==> src/rtl/tag_array_ctrl.sv <==
// tag_array_ctrl: sequencer and arbiter for the L1 tag SRAM array (WAYS ways x SETS sets).
//
// After reset the array is swept to zero, one set per cycle. The single read port is then
// shared round-robin between the pipeline lookup and the coherence probe. The write port
// serves the refill/update requester.
//
// A write to the set being read in the same cycle is forwarded into the read response. The
// array itself returns the old data on a same-address collision, so this forwarding is needed.
//
// Ports:
//   clock, reset                  clock (rising edge), asynchronous active-low reset
//   lk_valid/lk_ready/lk_set      pipeline lookup request
//   pb_valid/pb_ready/pb_set      coherence probe request
//   rsp_valid/rsp_src/rsp_data    read response, one cycle after acceptance (src 1 = probe)
//   wr_valid/wr_ready/wr_set/
//   wr_wayOH/wr_data              write request; wr_data goes to every selected way
//   init_done                     initialisation sweep complete
//   arr_r_addr/arr_r_data         array read port (data valid one cycle after address)
//   arr_w_en/arr_w_addr/
//   arr_w_data/arr_w_maskOH       array write port
module tag_array_ctrl #(
    parameter int unsigned SETS  = 128,
    parameter int unsigned WAYS  = 8,
    parameter int unsigned TAG_W = 20,
    parameter int unsigned IDX_W = 7
) (
    input  logic                    clock,
    input  logic                    reset,
    input  logic                    lk_valid,
    output logic                    lk_ready,
    input  logic [IDX_W-1:0]        lk_set,
    input  logic                    pb_valid,
    output logic                    pb_ready,
    input  logic [IDX_W-1:0]        pb_set,
    output logic                    rsp_valid,
    output logic                    rsp_src,
    output logic [WAYS*TAG_W-1:0]   rsp_data,
    input  logic                    wr_valid,
    output logic                    wr_ready,
    input  logic [IDX_W-1:0]        wr_set,
    input  logic [WAYS-1:0]         wr_wayOH,
    input  logic [TAG_W-1:0]        wr_data,
    output logic                    init_done,
    output logic [IDX_W-1:0]        arr_r_addr,
    input  logic [WAYS*TAG_W-1:0]   arr_r_data,
    output logic                    arr_w_en,
    output logic [IDX_W-1:0]        arr_w_addr,
    output logic [WAYS*TAG_W-1:0]   arr_w_data,
    output logic [WAYS-1:0]         arr_w_maskOH
);

    localparam logic [IDX_W-1:0] LastSet = IDX_W'(SETS - 1);

    typedef enum logic [0:0] {StInit, StRun} state_e;

    state_e           state_q, state_d;
    logic [IDX_W-1:0] cnt_q, cnt_d;
    logic             rr_q, rr_d;        // 0: lookup wins next contention, 1: probe
    logic             rsp_valid_q, rsp_src_q;
    logic             byp_q;
    logic [WAYS-1:0]  byp_mask_q;
    logic [TAG_W-1:0] byp_data_q;

    logic             run;
    logic             gnt_lk, gnt_pb, rd_fire, wr_fire, byp_hit;
    logic [IDX_W-1:0] rd_set;

    // Sweep sequencing
    always_comb begin
        state_d = state_q;
        cnt_d   = cnt_q;
        if (state_q == StInit) begin
            cnt_d = cnt_q + IDX_W'(1);
            if (cnt_q == LastSet) begin
                state_d = StRun;
                cnt_d   = '0;
            end
        end
    end

    assign run       = (state_q == StRun);
    assign init_done = run;

    // Round-robin read arbitration; the pointer only flips on a contended grant.
    assign gnt_lk     = run & lk_valid & (~pb_valid | ~rr_q);
    assign gnt_pb     = run & pb_valid & (~lk_valid | rr_q);
    assign lk_ready   = gnt_lk;
    assign pb_ready   = gnt_pb;
    assign rd_fire    = gnt_lk | gnt_pb;
    assign rd_set     = gnt_pb ? pb_set : lk_set;
    assign arr_r_addr = rd_set;
    assign rr_d       = (run & lk_valid & pb_valid) ? ~rr_q : rr_q;

    assign wr_ready = run;
    assign wr_fire  = run & wr_valid;
    assign byp_hit  = rd_fire & wr_fire & (wr_set == rd_set);

    // Write port: sweep writes zeros to all ways; in RUN it follows the write requester.
    // Gating with reset keeps the port quiet while reset is held low.
    always_comb begin
        arr_w_en     = 1'b0;
        arr_w_addr   = cnt_q;
        arr_w_maskOH = '1;
        arr_w_data   = '0;
        if (!run) begin
            arr_w_en = reset;
        end else begin
            arr_w_en     = wr_fire;
            arr_w_addr   = wr_set;
            arr_w_maskOH = wr_wayOH;
            arr_w_data   = {WAYS{wr_data}};
        end
    end

    always_ff @(posedge clock or negedge reset) begin
        if (!reset) begin
            state_q     <= StInit;
            cnt_q       <= '0;
            rr_q        <= 1'b0;
            rsp_valid_q <= 1'b0;
            rsp_src_q   <= 1'b0;
            byp_q       <= 1'b0;
            byp_mask_q  <= '0;
            byp_data_q  <= '0;
        end else begin
            state_q     <= state_d;
            cnt_q       <= cnt_d;
            rr_q        <= rr_d;
            rsp_valid_q <= rd_fire;
            rsp_src_q   <= rd_fire ? gnt_pb : rsp_src_q;
            byp_q       <= byp_hit;
            if (byp_hit) begin
                byp_mask_q <= wr_wayOH;
                byp_data_q <= wr_data;
            end
        end
    end

    assign rsp_valid = rsp_valid_q;
    assign rsp_src   = rsp_src_q;

    // Merge forwarded write lanes over the (stale) array data; zero when idle.
    always_comb begin
        rsp_data = '0;
        if (rsp_valid_q) begin
            for (int i = 0; i < int'(WAYS); i++) begin
                rsp_data[i*TAG_W +: TAG_W] = (byp_q && byp_mask_q[i]) ? byp_data_q
                                                                     : arr_r_data[i*TAG_W +: TAG_W];
            end
        end
    end

endmodule

==> config.mk <==
export PLATFORM = sky130hd
export DESIGN_NAME = tag_array_ctrl
export DESIGN_NICKNAME = d
export VERILOG_FILES = /design/src/rtl/tag_array_ctrl.sv
export SDC_FILE = /design/constraint.sdc
export NUM_CORES = 1
export LEC_CHECK = 0
export BUFFER_PORTS_ARGS = -buffer_cell sky130_fd_sc_hd__buf_4
export CELL_PAD_IN_SITES_DETAIL_PLACEMENT = 0
export CELL_PAD_IN_SITES_GLOBAL_PLACEMENT = 1
export CORE_AREA = 2 2 217 219
export DETAILED_ROUTE_END_ITERATION = 10
export DIE_AREA = 0 0 219 221
export PLACE_DENSITY = 0.49
export SYNTH_ARGS = -nofsm -noshare
export SYNTH_HDL_FRONTEND = slang
export SYNTH_SLANG_ARGS = --single-unit
==> constraint.sdc <==
create_clock -name clock -period 5.96 [get_ports clock]
set_input_delay 0.298 -clock clock [delete_from_list [all_inputs] [get_ports clock]]
set_output_delay 0.298 -clock clock [all_outputs]
set_load 0.05 [all_outputs]
==> flow_summary.ini, run 1 <==
[logic_synthesis]
yosysTopAreaCell = nand2_1
ys_ff_latch = 40
synth-adder-area-share_pct = 0.211
synthMuxAreaShare_pct = 8.04
synth_top_area_share_pct = 21.1
yosys_most_used_dff = dfrtp_1
async_reset_ff_share_pct = 100
ys_warn_count = 0
ys_types = 38
yosysSeqAreaShare_pct = 16.9
syn_nets = 1105
synth_top_family_by_area = simple AND/OR/NAND/NOR gates
synth-compound-area-share_pct = 22.9
synth_edf_count = 0
yosys.area_share.simple_pct = 26.6
avgSynthCellArea_um2 = 6.66
synthXorXnorAreaFrac_pct = 1.62
syn_area_mm2 = 0.00593
post_synth_inst_count = 890
netlist_top_cells_area = nand2_1 (21%), a21boi_0 (20%), buf_4 (18%)

[die]
boundaryPins = 563
die_x_um = 219
start_util_pct = 12.9
dieArea_mm2 = 0.0484
die_h_um = 221
core_region_area_mm2 = 0.0461
rows = 79

[cts]
postCtsSetupBuffers = 0
clk_latency_ns = 0.29
clk_pin_slew_ns = 0.07
clkSinkCount = 40
cts_resized = 0
cts_buffer_depth = 2
numCtsBuffers = 5
hold_buffers = 0
htreeDepth = 2
root_buffer = clkbuf_16
cts_tree = yes

[sta]
setup_violations = 0
slew_headroom_pct = 24.1
finalHoldViolCount = 0
min_period_over_period_pct = 47.1
finalSetupTns_ns = 0
drv_slew = 0
tightest_slew_ns = 1.14
rsz0062_at_grt = no
fmax_ghz = 0.357
finalCriticalPeriod_ns = 2.80
finalClockSkew_ns = 0.00584

[layout]
multi_input_area_mm2 = 0.00353
final_nets = 1458
layout_commonest_cell = buf_4
area_delta_synth_final_pct = 64.2
drive_above_1_share_pct = 49.7
fin_area_mm2 = 0.00974
antenna_cells = 0
final_cell_mix = buf_4 (565), nand2_1 (334), a21boi_0 (160)
regArea_mm2 = 0.00101
fill_cells = 5309

[critical_path]
worstSetupStartpointType = flip-flop
reg2reg_slack_ns = 3.32
r2r_end = byp_data_q[13]
critPathArrivalTime_ns = 2.51
cp-end-kind = output pin
crit_type = flip-flop to output pin
reg2reg_depth = 7
critPathMaxFanout = 72
required_ns = 5.66
timing.rr.start = rr_q

[placed_design]
portBuffers = 562
place.gp.congestion = 0.759
place_area_mm2 = 0.00957
hpwl_um = 27900

[global_route]
grt_start_max_net_pins = 73
antenna_found_initial = 0
gr-usage-all-layers_pct = 13.9
grt_pass1_vias = 6781
gr-total-overflow = 0
grt_pass1_wl_um = 49600

[run_status]
status = finished, final reports clean

[detailed_routing]
postRouteAntennaNets = 0
first_pass_iters = 4
num_vias = 6975
vias_per_cell = 3.77
drc = 0
wl_um = 36000
avgRoutedWirePerCell_um = 19.5
drt-initial-drc-count = 345

[pwr]
powerDensity_mw_per_mm2 = 79.6
p_leak_nw = 4.92
ir_worst_vdd_v = 0.0000956

[min_path]
hp-class = input port to asynchronous set/reset pin

[flow_run]
drv_cap = 0
synthesized netlist by cell type, types with 2 or more instances:
| cell type | instances |
|---|---|
| mux2_4 | 10 |
| nand2b_1 | 9 |
| buf_4 | 141 |
| a21o_1 | 2 |
| a21boi_0 | 160 |
| nand3_1 | 4 |
| nor2b_1 | 2 |
| xor2_1 | 2 |
| o31ai_1 | 2 |
| and2_1 | 28 |
| buf_1 | 2 |
| xnor2_1 | 9 |
| nand4_1 | 2 |
| nor2_1 | 2 |
| dfrtp_1 | 40 |
| buf_6 | 2 |
| clkbuf_1 | 73 |
| o21ai_0 | 12 |
| mux2_2 | 29 |
| nand2_1 | 334 |
| inv_1 | 8 |
critical path, stage by stage, from the launching register on:
cell and delay (ns):
dfrtp_4 0.86, buf_4 0.64, a21boi_0 0.38, buf_4 0.27
where the power goes:
group | internal (mW) | switching (mW)
logic | 0.108 | 0.0672
registers | 0.271 | 0
clock network | 0.200 | 0.129
metrics by stage:
step | utilization, % | hold WS, ns | std cells | power (mW) | setup WS (ns)
floorplan | - | 0.00241 | 890 | 0.317 | 2.54
global placement | 20.8 | 0.354 | 1843 | 0.454 | 3.31
detailed placement | 20.8 | 0.359 | 1843 | 0.455 | 3.29
CTS | 21.1 | 0.0347 | 1851 | 0.799 | 3.08
global route | 21.1 | 0.0510 | 1851 | 0.823 | 2.94
finish | 21.1 | 0.0197 | 1851 | 0.775 | 3.16
logic make-up (layout without fill, tap and decap cells):
logic type,count (synthesis),count (layout)
muxes,39,39
DFF,40,40
adders and majority gates,1,1
and+or+nand+nor,386,386
xor gates and xnor gates,11,11
buffers and inverters,228,582
AOI/OAI and AO/OA,185,185
state kept, by name (all words and copies together) (netlist names):
| name | cells |
|---|---|
| byp_data_q | 20 |
| byp_mask_q | 8 |
| cnt_q | 7 |
| byp_q | 1 |
| init_done | 1 |
| rr_q | 1 |
| rsp_src | 1 |
| rsp_valid | 1 |
routing by layer:
metal  track usage [%]  share of wire, %  vias to the layer above
met5                 0                 0                        -
met4              1.55              0.69                        0
met3              2.27               6.0                       14
met2              26.3                52                      275
met1              16.8                41                     3279
li1                  -                 -                     3407
cell type report:
cell class | count | share of cell area (%)
repair buffers | 565 | 43.5
well taps | 607 | 7.80
flip-flops and latches | 40 | 10.3
clock inverters | 3 | 0.475
inverters | 9 | 0.373
multi-input cells | 622 | 36.2
clock buffers | 5 | 1.28
worst max-delay path by stage:
stage | from | endpoint | slack (ns) | depth (start not counted)
2_1_floorplan | init_done | byp_data_q[10] | 2.54 | 8
3_3_place_gp | lk_valid | byp_data_q[16] | 3.31 | 8
3_5_place_dp | lk_valid | byp_data_q[13] | 3.29 | 8
4_1_cts | rsp_valid | rsp_data[101] | 3.08 | 3
5_1_grt | byp_q | rsp_data[42] | 2.94 | 4
6_report | rsp_valid | rsp_data[101] | 3.16 | 3
Power figures use the tool's default switching activity.
==> inputs of run 2 (changes only) <==
--- a/config.mk
+++ b/config.mk
@@ -8,10 +8,10 @@
 export BUFFER_PORTS_ARGS = -buffer_cell sky130_fd_sc_hd__buf_4
 export CELL_PAD_IN_SITES_DETAIL_PLACEMENT = 0
 export CELL_PAD_IN_SITES_GLOBAL_PLACEMENT = 1
-export CORE_AREA = 2 2 217 219
+export CORE_AREA = 2 2 219 221
 export DETAILED_ROUTE_END_ITERATION = 10
-export DIE_AREA = 0 0 219 221
-export PLACE_DENSITY = 0.49
+export DIE_AREA = 0 0 221 223
+export PLACE_DENSITY = 0.48
 export SYNTH_ARGS = -nofsm -noshare
 export SYNTH_HDL_FRONTEND = slang
 export SYNTH_SLANG_ARGS = --single-unit
==> constraint.sdc (replaced) <==
create_clock -name clock -period 2.7 [get_ports clock]
set_input_delay 0.135 -clock clock [delete_from_list [all_inputs] [get_ports clock]]
set_output_delay 0.135 -clock clock [all_outputs]
set_load 0.05 [all_outputs]
==> flow_summary.ini, run 2 (synthesis gave the netlist of run 1 again) <==
[critical_path]
reg2reg_depth = 8
timing.rr.start = rr_q
max_stage_delay_ns = 0.55
r2r_end = byp_data_q[13]
reg2reg_slack_ns = 0.07
required_ns = 2.88
critPathArrivalTime_ns = 2.81
cp_common_cell = mux2_4
cp-startpoint = rr_q
worstSetupStartpointType = flip-flop
crit_type = flip-flop to flip-flop
crit_chain = and2b_1, or2_4, inv_8, mux2_4, xor2_1, or4_4, buf_12, mux2_4
cp-end-kind = flip-flop
critPathMaxFanout = 15
cp-endpoint = byp_data_q[13]
slowest_stage = or4_4

[flow_run]
drv_cap = 0

[sta]
finalCriticalPeriod_ns = 2.63
min_period_over_period_pct = 97.3
setup_violations = 0
drv_slew = 0
tightest_slew_ns = 0.678
slew_headroom_pct = 54.8
finalHoldViolCount = 0
finalClockSkew_ns = 0.00695
fmax_ghz = 0.381
finalSetupTns_ns = 0

[cts]
cts_buffer_depth = 2
root_buffer = clkbuf_16
clk_pin_slew_ns = 0.07
clk_latency_ns = 0.30
clkSinkCount = 40
numCtsBuffers = 5
htreeDepth = 2
cts_tree = yes

[layout]
top_regs = byp_data_q x20, byp_mask_q x8, cnt_q x7
top_register = byp_data_q
antenna_cells = 0
final_cell_mix = buf_4 (590), nand2_1 (333), a21boi_0 (160)
area_delta_synth_final_pct = 69.5
final_cells = 1889
fill_cells = 5371
final_util_pct = 21.3
layout_commonest_cell = buf_4
largest_reg_flops = 20
final_nets = 1488
drive_above_1_share_pct = 50.9
fin_area_mm2 = 0.0101

[global_route]
antenna_found_initial = 2
grt_start_max_net_pins = 71
gr-total-overflow = 0
grt_pass1_vias = 7147
grt_pass1_wl_um = 50100
gr-usage-all-layers_pct = 13.7

[placed_design]
hpwl_um = 28500
place.gp.congestion = 0.812
dp.cells = 1878
place_area_mm2 = 0.00982
portBuffers = 562

[die]
die_x_um = 221
dieArea_mm2 = 0.0493
start_util_pct = 12.6
boundaryPins = 563
rows = 80
core_region_area_mm2 = 0.0471
die_h_um = 223

[pwr]
p_leak_nw = 5.09
ir_worst_vdd_v = 0.000187
powerDensity_mw_per_mm2 = 180
power_mw = 1.81

[run_status]
status = finished, final reports clean

[detailed_routing]
wl_um = 36100
num_vias = 7025
drt-initial-drc-count = 297
first_pass_iters = 5
drc = 0
avgRoutedWirePerCell_um = 19.1
postRouteAntennaNets = 0
vias_per_cell = 3.72

[min_path]
hp-class = input port to flip-flop
run 2: final cells by class:
type | count | area [µm²] | share of cell area (%)
Clock buffer | 6 | 129 | 1.28
Clock inverter | 2 | 60.1 | 0.597
Inverter | 9 | 41.3 | 0.411
Multi-Input combinational cell | 623 | 3550 | 35.3
Sequential cell | 40 | 1010 | 10.0
Tap cell | 615 | 769 | 7.65
Timing Repair Buffer | 594 | 4500 | 44.8
run 2: power breakdown:
part | internal, mW | switching, mW | leakage [nW]
Sequential | 0.599 | 0 | 0.536
Combinational | 0.242 | 0.153 | 4.47
Clock | 0.532 | 0.286 | 0.0911
run 2: per-layer routing:
layer,track usage [%],vias to the layer above,part of all wire [%]
li1,-,3468,-
met1,16.8,3247,43
met2,25.1,291,51
met3,2.44,19,5.2
met4,2.32,0,1.1
met5,0,-,0
run 2: worst min-delay path by stage:
| stage | from | end | cells after the start |
|---|---|---|---|
| after global routing | wr_data[14] | byp_data_q[14] | 2 |
| after detailed placement | reset | byp_data_q[9] | 1 |
| after CTS | wr_data[10] | byp_data_q[10] | 2 |
| after floorplan | reset | byp_data_q[0] | 0 |
| final | wr_data[10] | byp_data_q[10] | 2 |
| after global placement | reset | byp_data_q[9] | 1 |
run 2: worst max-delay path, delay by kind of cell (launching register included):
kind,cells,cell delay [ns]
simple gates,3,1.06
mux,2,0.61
flops,1,0.37
buf+inv,2,0.26
xor+xnor,1,0.20
run 2: timing repair:
item	CTS	global route
endpoints found under the hold margin	40	0
setup buffers	0	1
endpoints found under the setup margin	0	28
resized for setup	0	1
hold buffers	1	0
run 2: per-stage QoR:
stage	setup WS, ns	hold WS [ns]
floorplan	-0.0280	-0.161
global placement	0.0409	0.194
detailed placement	0.0214	0.199
CTS	0.0159	0.0678
global route	-0.00366	0.0745
finish	0.0719	0.0791
==> inputs of run 3 (changes only) <==
==> config.mk (replaced) <==
export PLATFORM = sky130hd
export DESIGN_NAME = tag_array_ctrl
export DESIGN_NICKNAME = d
export VERILOG_FILES = /design/src/rtl/tag_array_ctrl.sv
export SDC_FILE = /design/constraint.sdc
export NUM_CORES = 1
export LEC_CHECK = 0
export BUFFER_PORTS_ARGS = -buffer_cell sky130_fd_sc_hd__buf_4
export CORE_AREA = 2 2 216 218
export DETAILED_ROUTE_END_ITERATION = 10
export DIE_AREA = 0 0 218 220
export PLACE_DENSITY = 0.34
export SKIP_LAST_GASP = 1
export SYNTH_ARGS = -nofsm -noshare
export SYNTH_HDL_FRONTEND = slang
export SYNTH_SLANG_ARGS = --single-unit
==> flow_summary.ini, run 3 (synthesis gave the netlist of run 1 again) <==
[global_route]
grt_start_max_net_pins = 86
antenna_found_initial = 1
gr-usage-all-layers_pct = 13.8
gr-total-overflow = 0
grt_pass1_vias = 6796
grt_pass1_wl_um = 48700

[min_path]
whs_endpoint = byp_data_q[17]
min_path_cells = 2
hp-class = input port to flip-flop
worst_hold_startpoint = wr_data[17]

[critical_path]
critPathArrivalTime_ns = 2.79
r2r_end = byp_data_q[16]
worstSetupStartpointType = flip-flop
critPathMaxFanout = 15
reg2reg_slack_ns = 0.08
required_ns = 2.87
cp-end-kind = flip-flop
crit_type = flip-flop to flip-flop
timing.rr.start = rr_q
reg2reg_depth = 8

[sta]
rsz0062_at_grt = no
tightest_slew_ns = 0.657
hold-worst-slack_ns = 0.0815
slew_headroom_pct = 56.2
finalClockSkew_ns = 0.0110
setup_slack_ns = 0.0758
drv_slew = 0
finalCriticalPeriod_ns = 2.62
setup_violations = 0
fmax_ghz = 0.381
finalHoldViolCount = 0
min_period_over_period_pct = 97.2

[layout]
layout_commonest_cell = buf_4
final_util_pct = 21.9
largest_reg_flops = 20
area_delta_synth_final_pct = 69.2
fill_cells = 5210
final_cell_mix = buf_4 (589), nand2_1 (333), a21boi_0 (160)
top_register = byp_data_q
drive_above_1_share_pct = 51.1
top_regs = byp_data_q x20, byp_mask_q x8, cnt_q x7
final_nets = 1487

[detailed_routing]
first_pass_iters = 4
drt-initial-drc-count = 339
routed.top_layer = met5
met3WireLength_um = 2020
drc = 0
avgRoutedWirePerCell_um = 19.6
vias_per_cell = 3.76
postRouteAntennaNets = 0
wl_met1_um = 16200
num_vias = 7071
wl_um = 36900
dr_wl_met2_um = 18300

[cts]
cts_tree = yes
htreeDepth = 2
clk_latency_ns = 0.29
clk_pin_slew_ns = 0.07
numCtsBuffers = 5
root_buffer = clkbuf_16
cts_buffer_depth = 2
clkSinkCount = 40

[pwr]
p_leak_nw = 5.08
powerDensity_mw_per_mm2 = 174
power_mw = 1.75
ir_worst_vdd_v = 0.000234

[die]
core_region_area_mm2 = 0.0459
start_util_pct = 12.9
die_x_um = 218
dieArea_mm2 = 0.0480
die_h_um = 220
boundaryPins = 563
rows = 79

[placed_design]
portBuffers = 562
pre_cts_slack_ns = 0.0535
place.gp.congestion = 0.753
hpwl_um = 28800

[run_status]
status = finished, final reports clean

[flow_run]
drv_cap = 0
run 3: worst max-delay path, stage by stage, from the launching register on:
cell,delay (ns)
dfrtp_1,0.36
and2b_1,0.22
or2_4,0.28
inv_8,0.08
mux2_4,0.30
xor2_1,0.20
or4_4,0.56
buf_12,0.18
mux2_4,0.30
run 3: final cells by class:
class                           count  area [µm²]  area share [%]
Timing Repair Buffer              593        4490            44.8
Multi-Input combinational cell    623        3550            35.4
Tap cell                          607         759            7.57
Antenna cell                        1        2.50          0.0249
Sequential cell                    40        1010            10.0
Clock buffer                        7         153            1.52
Inverter                            9        41.3           0.412
Clock inverter                      1        30.0           0.299
run 3: worst max path at each step:
stage | start | endpoint | slack [ns] | cells past startpoint
2_1_floorplan | init_done | byp_data_q[10] | -0.03 | 9
3_3_place_gp | rr_q | byp_data_q[8] | 0.06 | 7
3_5_place_dp | rr_q | byp_data_q[9] | 0.05 | 7
4_1_cts | rr_q | byp_data_q[16] | 0.03 | 7
5_1_grt | rr_q | byp_data_q[10] | 0.01 | 8
6_report | rr_q | byp_data_q[16] | 0.08 | 8
run 3: per-layer routing:
metal	GRT usage [%]	vias to the layer above
met5	0	-
met4	1.97	2
met3	1.99	13
met2	24.6	274
met1	18.0	3315
li1	-	3467
run 3: where the power goes:
group / switching, mW / internal, mW
combinational: 0.156 / 0.242
sequential: 0 / 0.599
clock: 0.265 / 0.488
run 3: metrics by stage:
stage / area (µm²) / instances / TNS (ns)
5_1_grt: 10000 / 1880 / 0
3_3_place_gp: 9790 / 1867 / 0
4_1_cts: 9980 / 1876 / 0
6_report: 10000 / 1881 / 0
2_1_floorplan: 5950 / 890 / -0.252
3_5_place_dp: 9790 / 1867 / 0
run 3: repair_timing:
item,in CTS,in global routing
setup endpoints to repair,0,18
buffers inserted,0,3
hold buffers,1,0
resized for setup,0,2
hold endpoints to repair,40,0
